--- config.mk ---
export PLATFORM = sky130hd
export DESIGN_NAME = dev_uart_ext
export DESIGN_NICKNAME = d
export VERILOG_FILES = /design/src/rtl/dev_uart_ext.sv
export SDC_FILE = /design/constraint.sdc
export NUM_CORES = 1
export LEC_CHECK = 0
export CAP_MARGIN = 30
export CORE_MARGIN = 5
export CORE_UTILIZATION = 50
export DETAILED_ROUTE_END_ITERATION = 10
export GPL_TIMING_DRIVEN = 0
export PLACE_DENSITY = 0.68
export SLEW_MARGIN = 0
export SYNTH_ARGS = -nofsm -noshare
export SYNTH_HDL_FRONTEND = slang
export SYNTH_SLANG_ARGS = --single-unit
export TNS_END_PERCENT = 50
--- constraint.sdc ---
create_clock -name clk -period 9.6 [get_ports clk]
set_input_delay 1.92 -clock clk [delete_from_list [all_inputs] [get_ports clk]]
set_output_delay 1.92 -clock clk [all_outputs]
set_load 0.01 [all_outputs]
--- src/rtl/dev_uart_ext.sv ---
// MMIO UART slot core: baud tick, TX/RX engines with FIFOs,
// runtime framing, sticky error flags and a level interrupt.
module dev_uart_ext #(
  parameter int FIFO_DEPTH_BIT = 4,
  parameter int DVSR_W = 16
) (
  input  logic        clk,
  input  logic        reset,
  input  logic        cs,
  input  logic        read,
  input  logic        write,
  input  logic [4:0]  addr,
  input  logic [31:0] wr_data,
  output logic [31:0] rd_data,
  output logic        tx,
  input  logic        rx,
  output logic        irq
);
  localparam int DEPTH = 1 << FIFO_DEPTH_BIT;
  localparam int PW = FIFO_DEPTH_BIT;
  localparam int CW = FIFO_DEPTH_BIT + 1;

  typedef enum logic [2:0] {
    S_IDLE, S_START, S_DATA, S_PAR, S_STOP
  } st_e;

  logic unused;
  assign unused = ^{read, addr[4:3], wr_data};

  logic wr_en, wr_dvsr, wr_tx, wr_pop, wr_ctrl, wr_stat;
  assign wr_en   = cs && write;
  assign wr_dvsr = wr_en && addr[2:0] == 3'd1;
  assign wr_tx   = wr_en && addr[2:0] == 3'd2;
  assign wr_pop  = wr_en && addr[2:0] == 3'd3;
  assign wr_ctrl = wr_en && addr[2:0] == 3'd4;
  assign wr_stat = wr_en && addr[2:0] == 3'd5;

  logic [DVSR_W-1:0] dvsr_q, dvsr_d, cnt_q, cnt_d;
  logic [6:0] ctrl_q, ctrl_d;
  logic [3:0] flg_q, flg_d;
  logic irq_q, irq_d;
  logic tick;

  assign tick = cnt_q == dvsr_q;

  // TX FIFO
  logic [7:0] tx_mem [DEPTH];
  logic [PW-1:0] tx_wp_q, tx_wp_d, tx_rp_q, tx_rp_d;
  logic [CW-1:0] tx_cnt_q, tx_cnt_d;
  logic tx_empty, tx_full, tx_pop, tx_push_ok;
  logic [7:0] tx_head;

  assign tx_empty = tx_cnt_q == '0;
  assign tx_full  = tx_cnt_q == CW'(DEPTH);
  assign tx_head  = tx_mem[tx_rp_q];
  assign tx_push_ok = wr_tx && (!tx_full || tx_pop);

  // RX FIFO
  logic [7:0] rx_mem [DEPTH];
  logic [PW-1:0] rx_wp_q, rx_wp_d, rx_rp_q, rx_rp_d;
  logic [CW-1:0] rx_cnt_q, rx_cnt_d;
  logic rx_empty, rx_full, rx_push, rx_push_ok, rx_pop_ok;
  logic [7:0] rx_head, rx_byte;

  assign rx_empty = rx_cnt_q == '0;
  assign rx_full  = rx_cnt_q == CW'(DEPTH);
  assign rx_head  = rx_mem[rx_rp_q];
  assign rx_pop_ok  = wr_pop && !rx_empty;
  assign rx_push_ok = rx_push && (!rx_full || rx_pop_ok);

  // TX engine state
  st_e tx_st_q, tx_st_d;
  logic [4:0] tx_tc_q, tx_tc_d;
  logic [2:0] tx_bit_q, tx_bit_d;
  logic [7:0] tx_sr_q, tx_sr_d;
  logic [4:0] tx_cfg_q, tx_cfg_d;
  logic tx_par_q, tx_par_d, tx_q, tx_d, tx_busy;

  // RX engine state
  st_e rx_st_q, rx_st_d;
  logic [3:0] rx_tc_q, rx_tc_d;
  logic [2:0] rx_bit_q, rx_bit_d;
  logic [7:0] rx_sr_q, rx_sr_d;
  logic [3:0] rx_cfg_q, rx_cfg_d;
  logic rx_s1_q, rx_s2_q;
  logic set_perr, set_ferr;

  assign tx_busy = tx_st_q != S_IDLE;
  assign rx_byte = rx_sr_q >> rx_cfg_q[1:0];

  always_comb begin
    dvsr_d = wr_dvsr ? wr_data[DVSR_W-1:0] : dvsr_q;
    cnt_d  = (wr_dvsr || tick) ? '0 : cnt_q + DVSR_W'(1);
    ctrl_d = wr_ctrl ? wr_data[6:0] : ctrl_q;

    tx_wp_d  = tx_push_ok ? tx_wp_q + PW'(1) : tx_wp_q;
    tx_rp_d  = tx_pop ? tx_rp_q + PW'(1) : tx_rp_q;
    tx_cnt_d = tx_cnt_q;
    if (tx_push_ok && !tx_pop) tx_cnt_d = tx_cnt_q + CW'(1);
    if (!tx_push_ok && tx_pop) tx_cnt_d = tx_cnt_q - CW'(1);

    rx_wp_d  = rx_push_ok ? rx_wp_q + PW'(1) : rx_wp_q;
    rx_rp_d  = rx_pop_ok ? rx_rp_q + PW'(1) : rx_rp_q;
    rx_cnt_d = rx_cnt_q;
    if (rx_push_ok && !rx_pop_ok) rx_cnt_d = rx_cnt_q + CW'(1);
    if (!rx_push_ok && rx_pop_ok) rx_cnt_d = rx_cnt_q - CW'(1);

    // set wins over a same-cycle clear
    flg_d = ({wr_tx && !tx_push_ok, rx_push && !rx_push_ok,
              set_ferr, set_perr})
          | (flg_q & ~(wr_stat ? wr_data[7:4] : 4'b0));

    irq_d = (ctrl_q[5] && !rx_empty)
         || (ctrl_q[6] && tx_empty && !tx_busy);
  end

  always_comb begin
    tx_st_d  = tx_st_q;
    tx_tc_d  = tx_tc_q;
    tx_bit_d = tx_bit_q;
    tx_sr_d  = tx_sr_q;
    tx_cfg_d = tx_cfg_q;
    tx_par_d = tx_par_q;
    tx_d     = tx_q;
    tx_pop   = 1'b0;
    unique case (tx_st_q)
      S_IDLE: if (!tx_empty) begin
        tx_pop   = 1'b1;
        tx_sr_d  = tx_head;
        tx_cfg_d = ctrl_q[4:0];
        tx_par_d = ^(tx_head & (8'hFF >> ctrl_q[1:0]))
                 ^ ctrl_q[3];
        tx_tc_d  = '0;
        tx_bit_d = '0;
        tx_d     = 1'b0;
        tx_st_d  = S_START;
      end
      S_START: if (tick) begin
        if (tx_tc_q == 5'd15) begin
          tx_tc_d = '0;
          tx_d    = tx_sr_q[0];
          tx_st_d = S_DATA;
        end else tx_tc_d = tx_tc_q + 5'd1;
      end
      S_DATA: if (tick) begin
        if (tx_tc_q == 5'd15) begin
          tx_tc_d = '0;
          if (tx_bit_q == 3'd7 - {1'b0, tx_cfg_q[1:0]}) begin
            tx_st_d = tx_cfg_q[2] ? S_PAR : S_STOP;
            tx_d    = tx_cfg_q[2] ? tx_par_q : 1'b1;
          end else begin
            tx_bit_d = tx_bit_q + 3'd1;
            tx_sr_d  = tx_sr_q >> 1;
            tx_d     = tx_sr_q[1];
          end
        end else tx_tc_d = tx_tc_q + 5'd1;
      end
      S_PAR: if (tick) begin
        if (tx_tc_q == 5'd15) begin
          tx_tc_d = '0;
          tx_d    = 1'b1;
          tx_st_d = S_STOP;
        end else tx_tc_d = tx_tc_q + 5'd1;
      end
      S_STOP: if (tick) begin
        if (tx_tc_q == (tx_cfg_q[4] ? 5'd31 : 5'd15))
          tx_st_d = S_IDLE;
        else tx_tc_d = tx_tc_q + 5'd1;
      end
      default: tx_st_d = S_IDLE;
    endcase
  end

  always_comb begin
    rx_st_d  = rx_st_q;
    rx_tc_d  = rx_tc_q;
    rx_bit_d = rx_bit_q;
    rx_sr_d  = rx_sr_q;
    rx_cfg_d = rx_cfg_q;
    rx_push  = 1'b0;
    set_perr = 1'b0;
    set_ferr = 1'b0;
    unique case (rx_st_q)
      S_IDLE: if (!rx_s2_q) begin
        rx_cfg_d = ctrl_q[3:0];
        rx_tc_d  = '0;
        rx_bit_d = '0;
        rx_sr_d  = '0;
        rx_st_d  = S_START;
      end
      S_START: if (tick) begin
        if (rx_tc_q == 4'd7) begin
          rx_tc_d = '0;
          rx_st_d = rx_s2_q ? S_IDLE : S_DATA;
        end else rx_tc_d = rx_tc_q + 4'd1;
      end
      S_DATA: if (tick) begin
        rx_tc_d = rx_tc_q + 4'd1;
        if (rx_tc_q == 4'd15) begin
          rx_sr_d = {rx_s2_q, rx_sr_q[7:1]};
          if (rx_bit_q == 3'd7 - {1'b0, rx_cfg_q[1:0]})
            rx_st_d = rx_cfg_q[2] ? S_PAR : S_STOP;
          else rx_bit_d = rx_bit_q + 3'd1;
        end
      end
      S_PAR: if (tick) begin
        rx_tc_d = rx_tc_q + 4'd1;
        if (rx_tc_q == 4'd15) begin
          set_perr = rx_s2_q != (^rx_byte ^ rx_cfg_q[3]);
          rx_st_d  = S_STOP;
        end
      end
      S_STOP: if (tick && rx_tc_q == 4'd15) begin
        rx_push  = 1'b1;
        set_ferr = !rx_s2_q;
        rx_st_d  = S_IDLE;
      end else if (tick) rx_tc_d = rx_tc_q + 4'd1;
      default: rx_st_d = S_IDLE;
    endcase
  end

  always_comb begin
    rd_data = '0;
    case (addr[2:0])
      3'd0: rd_data = {22'b0, tx_full, rx_empty, rx_head};
      3'd1: rd_data = 32'(dvsr_q);
      3'd4: rd_data = {25'b0, ctrl_q};
      3'd5: rd_data = {23'b0, tx_busy, flg_q,
                       tx_full, tx_empty, rx_full, rx_empty};
      3'd6: rd_data = {16'(tx_cnt_q), 16'(rx_cnt_q)};
      default: rd_data = '0;
    endcase
  end

  always_ff @(posedge clk) begin
    if (tx_push_ok) tx_mem[tx_wp_q] <= wr_data[7:0];
    if (rx_push_ok) rx_mem[rx_wp_q] <= rx_byte;
  end

  always_ff @(posedge clk) begin
    if (reset) begin
      dvsr_q   <= '0;
      cnt_q    <= '0;
      ctrl_q   <= '0;
      flg_q    <= '0;
      irq_q    <= 1'b0;
      tx_wp_q  <= '0;
      tx_rp_q  <= '0;
      tx_cnt_q <= '0;
      rx_wp_q  <= '0;
      rx_rp_q  <= '0;
      rx_cnt_q <= '0;
      tx_st_q  <= S_IDLE;
      tx_tc_q  <= '0;
      tx_bit_q <= '0;
      tx_sr_q  <= '0;
      tx_cfg_q <= '0;
      tx_par_q <= 1'b0;
      tx_q     <= 1'b1;
      rx_st_q  <= S_IDLE;
      rx_tc_q  <= '0;
      rx_bit_q <= '0;
      rx_sr_q  <= '0;
      rx_cfg_q <= '0;
      rx_s1_q  <= 1'b1;
      rx_s2_q  <= 1'b1;
    end else begin
      dvsr_q   <= dvsr_d;
      cnt_q    <= cnt_d;
      ctrl_q   <= ctrl_d;
      flg_q    <= flg_d;
      irq_q    <= irq_d;
      tx_wp_q  <= tx_wp_d;
      tx_rp_q  <= tx_rp_d;
      tx_cnt_q <= tx_cnt_d;
      rx_wp_q  <= rx_wp_d;
      rx_rp_q  <= rx_rp_d;
      rx_cnt_q <= rx_cnt_d;
      tx_st_q  <= tx_st_d;
      tx_tc_q  <= tx_tc_d;
      tx_bit_q <= tx_bit_d;
      tx_sr_q  <= tx_sr_d;
      tx_cfg_q <= tx_cfg_d;
      tx_par_q <= tx_par_d;
      tx_q     <= tx_d;
      rx_st_q  <= rx_st_d;
      rx_tc_q  <= rx_tc_d;
      rx_bit_q <= rx_bit_d;
      rx_sr_q  <= rx_sr_d;
      rx_cfg_q <= rx_cfg_d;
      rx_s1_q  <= rx;
      rx_s2_q  <= rx_s1_q;
    end
  end

  assign tx  = tx_q;
  assign irq = irq_q;
endmodule

==> summary.md, run 1 <==
| Metric | Value |
|---|---|
| Status | `completed` |
| Worst R2R Setup Slack | `5.73 ns` |
| Setup ws final | `3.76 ns` |
| Vias in the first global route | `9957` |
| Combinational Power Share | `0.169` |
| Global placer's final weighted congestion | `0.887` |
| # DRC | `0` |
| Clock Pin Slew Worst Setup and Hold Paths | `0.06 ns` |
| Top cells by area, synth | `edfxtp_1, dfxtp_1, mux4_2, nor2_1, xor2_1` |
| Crit Path Max Fanout | `10` |
| CP peak stage delay | `0.55 ns` |
| Post-route ant nets | `0` |
| RSZ-0062 raised after global routing | `false` |
| Final TNS setup | `0 ns` |
| Post-synth EDFFs | `256` |
| Total CTS buffers | `40` |
| Die Y | `192 um` |
| Clock Path Buffers | `3` |
| Fmax | `171 MHz` |
| Total power | `4.07 mW` |
| Post-Layout Cell Count | `1797` |
| Cells after synthesis | `1219` |
| Data required time of the worst path | `7.68 ns` |
| Global-route wire length before repair | `57600 um` |
| Fin nets | `1394` |
| DR vias/cell | `5.66` |
| Share of layout cells above drive strength 1 | `0.149` |
| Die area | `36800 um2` |
| Post-synth cell types | `65` |
| DRT Wirelength | `37500 um` |
| Instance count on the critical path | `7` |
| Starting Density | `0.507` |
| Crit path buffers/inverters | `3` |
| Seq/Total Area, Yosys | `0.618` |
| Worst path most repeated cell | `mux4_2` |
| Post-CTS Hold Fix Bufs | `0` |
| Port bufs | `42` |
| Total I/O pin count | `77` |
| Switching Share | `0.256` |
| Via count | `10178` |
| Syn_area_per_cell | `13.6 um2` |
| Worst R2R Start | `tx_st_q[2]$_SDFFE_PP0P_` |
| Worst setup path class | `flip-flop to primary output` |
| Crit path time final | `5.84 ns` |
| Final Setup Violations | `0` |
| CTS tree | `built` |
| Arrival @ worst endpoint | `3.92 ns` |
| Iter 0 DRT Violations | `855` |
| P_int | `3.03 mW` |
| FF-to-FF path depth | `13` |
| Top_reg_cell synth | `edfxtp_1` |
| HP Class | `flip-flop to flip-flop` |
| Crit start category | `flip-flop` |
| Hpwl dp | `25600 um` |
| Hold-critical path depth | `1` |
| Post-synth top area share | `0.465` |
| Critical-path top delay cell | `clkbuf_1` |
| Slew Limit Fails | `0` |
| Worst-margin pin slew | `1.05 ns` |
| Clk_lat worst skew | `0.54 ns` |
| Total track usage | `0.205` |
| Top delay family on crit path | `buffers and inverters` |
| Inst Count DP | `1723` |
| Num rows | `66` |
| Initial antenna violation count | `0` |
| Pre-Repair DR Iteration Count | `5` |
| Htree depth | `2` |
| Maximum VDD drop | `170 uV` |
| Core area | `32600 um2` |
| Largest net degree at the start of global routing | `20` |
| N_diodes | `0` |
| Post-Syn Area | `16500 um2` |
| Die width | `192 um` |
| Yosys warnings | `0` |
| Maxcap violations | `0` |
| Final Skew | `0.0243 ns` |
| Worst R2R End | `tx_cnt_q[4]$_SDFFE_PP0P_` |
| CTS sink count | `383` |
| PwrDens | `214 nW/um2` |
| Min-delay src | `tx$_SDFFE_PP1P_` |
| Tcrit/Tclk final | `0.609` |
| Max-slew headroom | `0.296` |
| CP cell instances | `clkbuf_1 > buf_1 > mux4_2 > mux4_2 > a2bb2oi_1 > o221ai_1 > clkdlybuf4s50_1` |
| GRT overflow | `0` |
| Worst Hold End | `tx$_SDFFE_PP1P_` |
| Final Hold Vio Count | `0` |
| Ys async rst share | `0` |
| Post-CTS Repair Setup Buffers | `0` |
| Pre-CTS setup slack | `3.88 ns` |
| Hold WS | `0.462 ns` |
| Register share of total power | `0.447` |
| Resize count post-CTS | `0` |
| Layout area overhead | `14.8%` |
| Clock network fraction of total power | `0.383` |
| FF+latch count, synth | `383` |
| WL/cell | `20.9 um` |
| Leakage | `6.48 nW` |
| CP endpoint kind | `primary output` |
| Synth area leader | `edfxtp_1` |
| CTS Root Cell | `clkbuf_16` |
| Psw | `1.04 mW` |
## layout by cell type (no fill, tap or decap), types with 17 or more instances in the layout
cell             synthesis  final
edfxtp_1               256    256
dfxtp_1                127    127
nor2_1                 123    123
nand2_1                106    106
mux4_2                  79     79
a21oi_1                 65     65
clkbuf_1                41     50
xor2_1                  49     49
clkbuf_16                0     42
clkdlybuf4s50_1          0     42
nand3_1                 36     36
mux2i_1                 30     30
ha_1                    24     24
buf_4                   15     23
nor3_1                  22     21
xnor2_1                 21     21
nor2b_1                 18     18
inv_1                   17     17
o21ai_0                 18     17
## per-layer routing
metal  vias to the layer above  track usage  wire length, um
li1                       4734            -                -
met1                      5013        0.289            15700
met2                       352        0.335            18300
met3                        79       0.0342             2520
met4                         0       0.0500              928
met5                         -            0                0
## per-stage QoR
step,area (um2),util
2_1_floorplan,16600,-
3_3_place_gp,17600,0.538
3_5_place_dp,17600,0.541
4_1_cts,19000,0.582
5_1_grt,19000,0.582
6_report,19000,0.582
## synthesized netlist by cell type (15+ instances only)
library cell and n:
a21oi_1 65, buf_4 15, clkbuf_1 41, dfxtp_1 127
edfxtp_1 256, ha_1 24, inv_1 17, mux2i_1 30
mux4_2 79, nand2_1 106, nand3_1 36, nor2_1 123
nor2b_1 18, nor3_1 22, o21ai_0 18, xnor2_1 21
xor2_1 49
## state kept, by name (all words and copies together) (netlist names), 5 cells and up, named ones only
signal / count
tx_mem: 128
ctrl_q: 7
rx_cnt_q: 5
tx_tc_q: 5
rx_mem: 128
cnt_q: 16
rx_sr_q: 8
tx_sr_q: 8
dvsr_q: 16
tx_cnt_q: 5
## power groups by stage
| stage | Clock, mW | Sequential, mW | Combinational (mW) |
|---|---|---|---|
| after floorplan | 0 | 1.85 | 0.524 |
| after detailed placement | 0 | 1.86 | 0.686 |
| after global placement | 0 | 1.85 | 0.679 |
| after CTS | 1.59 | 1.82 | 0.694 |
| after global routing | 1.66 | 1.82 | 0.759 |
| final | 1.56 | 1.82 | 0.690 |
## worst register-to-register path, delay by kind of cell (launching register included)
family	cells	cell delay, ns
AOI/OAI and AO/OA	4	0.68
adders and majority gates	2	0.76
and+or+nand+nor	2	0.95
buffers and inverters	4	0.94
DFF	1	0.35
xor gates and xnor gates	1	0.13
## final cells by class
cell class | count | area (um2)
clock inverter | 14 | 160
inverter | 18 | 67.6
tap | 442 | 553
sequential | 383 | 10200
clock buffer | 58 | 1180
timing repair buffer | 54 | 500
multi-input combinational | 750 | 5900
fill | 2577 | 13600
buffer | 78 | 402
## logic make-up (layout without fill, tap and decap cells)
logic type	count (synthesis)	in the layout	share of synthesized area
and+or+nand+nor	380	380	0.109
buffers and inverters	96	222	0.0284
other	1	11	0.000227
xor gates and xnor gates	72	72	0.0398
DFF	383	383	0.618
AOI/OAI and AO/OA	150	150	0.0572
muxes	111	111	0.127
adders and majority gates	26	26	0.0206
## how the worst max path moves through the flow
stage / startpoint / to / slack [ns]
CTS: flip-flop / rd_data[1] / 3.73
detailed placement: addr[2] / rd_data[2] / 3.88
global placement: addr[0] / rd_data[0] / 3.87
global route: flip-flop / rd_data[7] / 3.56
floorplan: addr[0] / rd_data[0] / 4.64
finish: flip-flop / rd_data[1] / 3.76
Note: power is estimated with default switching activity, not from simulation.
==> run 2, diff against run 1 <==
--- a/config.mk
+++ b/config.mk
@@ -10,7 +10,7 @@
 export CORE_UTILIZATION = 50
 export DETAILED_ROUTE_END_ITERATION = 10
 export GPL_TIMING_DRIVEN = 0
-export PLACE_DENSITY = 0.68
+export PLACE_DENSITY = 0.71
 export SLEW_MARGIN = 0
 export SYNTH_ARGS = -nofsm -noshare
 export SYNTH_HDL_FRONTEND = slang
==> constraint.sdc (replaced) <==
create_clock -name clk -period 4.8 [get_ports clk]
set_input_delay 0.96 -clock clk [delete_from_list [all_inputs] [get_ports clk]]
set_output_delay 0.96 -clock clk [all_outputs]
set_load 0.01 [all_outputs]
==> summary.md, run 2 (synthesis results as in run 1) <==
| Metric | Value |
|---|---|
| HP Class | `flip-flop to flip-flop` |
| Commonest non-fill, non-tap cell in the layout | `edfxtp_1` |
| Arrival @ worst endpoint | `3.65 ns` |
| Via count | `10185` |
| DRT Wirelength | `36800 um` |
| Worst-margin pin slew | `1.01 ns` |
| Slew Limit Fails | `0` |
| Hold-critical path depth | `1` |
| CTS Root Cell | `clkbuf_16` |
| Fmax | `217 MHz` |
| Maxcap violations | `0` |
| Global placer's final weighted congestion | `0.898` |
| Max-slew headroom | `0.321` |
| Global-route wire length before repair | `57700 um` |
| Post-CTS Repair Setup Buffers | `0` |
| Final Skew | `0.0189 ns` |
| Layout fillers | `2538` |
| Final Setup Violations | `0` |
| Post-route ant nets | `0` |
| Register area | `10200 um2` |
| # DRC | `0` |
| Status | `completed` |
| Crit path time final | `4.61 ns` |
| Clock Path Buffers | `3` |
| Die Y | `192 um` |
| Maximum VDD drop | `396 uV` |
| Hpwl dp | `24900 um` |
| Die width | `192 um` |
| Initial antenna violation count | `0` |
| Iter 0 DRT Violations | `837` |
| Data required time of the worst path | `3.84 ns` |
| FF-to-FF path depth | `13` |
| Post-Layout Cell Count | `1802` |
| Post-CTS Hold Fix Bufs | `0` |
| Hold WS | `0.422 ns` |
| Setup ws final | `0.188 ns` |
| Worst R2R Setup Slack | `0.70 ns` |
| Largest regs | `rx_mem x128, tx_mem x128` |
| Worst R2R Start | `tx_st_q[2]$_SDFFE_PP0P_` |
| Most frequent cells in the layout | `edfxtp_1, dfxtp_1, nor2_1` |
| Crit Path Max Fanout | `10` |
| Layout area overhead | `14.5%` |
| Die area | `36800 um2` |
| Port bufs | `42` |
| Core area | `32600 um2` |
| Leakage | `6.47 nW` |
| Clk_lat worst skew | `0.54 ns` |
| Crit start category | `flip-flop` |
| CP endpoint kind | `primary output` |
| Fin nets | `1397` |
| Min-delay src | `rx_s1_q$_SDFF_PP1_` |
| Final Hold Vio Count | `0` |
| PwrDens | `423 nW/um2` |
| Clock Pin Slew Worst Setup and Hold Paths | `0.06 ns` |
| CTS sink count | `383` |
| CTS tree | `built` |
| Worst R2R End | `tx_cnt_q[4]$_SDFFE_PP0P_` |
| Inst Count DP | `1724` |
| GRT overflow | `0` |
| Pre-Repair DR Iteration Count | `5` |
| Total I/O pin count | `77` |
| Largest net degree at the start of global routing | `20` |
| DR vias/cell | `5.65` |
| Fin util | `0.581` |
| Worst Hold End | `rx_s2_q$_SDFF_PP1_` |
| Worst setup path class | `flip-flop to primary output` |
| WL/cell | `20.4 um` |
| Total CTS buffers | `41` |
| N_diodes | `0` |
| Starting Density | `0.507` |
| Resize count post-CTS | `3` |
| Htree depth | `2` |
| Vias in the first global route | `10189` |
| Total track usage | `0.202` |
| Num rows | `66` |
| RSZ-0062 raised after global routing | `false` |
| Pre-CTS setup slack | `0.358 ns` |
| Share of layout cells above drive strength 1 | `0.149` |
| Area of the multi-input gates | `5890 um2` |
| Final TNS setup | `0 ns` |
| Tcrit/Tclk final | `0.961` |
-- run 2: worst max-delay path by stage --
stage,startpoint,to,slack (ns),depth (start not counted)
final,flip-flop,rd_data[7],0.19,10
after global routing,flip-flop,rd_data[7],0.002,10
after CTS,flip-flop,rd_data[7],0.04,10
after detailed placement,flip-flop,rd_data[2],0.36,7
after global placement,flip-flop,rd_data[7],0.34,9
after floorplan,addr[1],tx_cnt_q[4]$_SDFFE_PP0P_,1.36,11
-- run 2: cell type report --
class                           count  area share
Buffer                             78      0.0217
Clock buffer                       62      0.0627
Clock inverter                     13     0.00502
Inverter                           18     0.00357
Multi-Input combinational cell    750       0.311
Sequential cell                   383       0.540
Tap cell                          442      0.0292
Timing Repair Buffer               56      0.0270
-- run 2: power breakdown --
part | switching [mW] | internal, mW | leakage, nW
clock network | 1.27 | 1.72 | 0.633
registers | 0.0612 | 3.58 | 3.39
logic | 0.785 | 0.608 | 2.44
-- run 2: stage by stage --
step	instance area [um2]	power, mW
after detailed placement	17600	5.10
after CTS	18900	8.07
after floorplan	16600	4.74
after global placement	17600	5.07
final	18900	8.02
after global routing	18900	8.37
-- run 2: routing by layer --
| metal | GRT usage | up-vias | part of all wire |
|---|---|---|---|
| li1 | - | 4750 | - |
| met3 | 0.0356 | 61 | 0.058 |
| met4 | 0.0555 | 0 | 0.024 |
| met5 | 0 | - | 0 |
| met2 | 0.335 | 276 | 0.49 |
| met1 | 0.279 | 5098 | 0.43 |
-- run 2: worst max-delay path, stage by stage (launching register included) --
cell and delay (ns):
dfxtp_1 0.31, buf_2 0.22, buf_4 0.28, clkbuf_4 0.33, mux4_2 0.56, mux4_2 0.54
mux2i_1 0.15, nor2_1 0.05, a21oi_1 0.12, nor2_1 0.05, clkdlybuf4s50_1 0.49
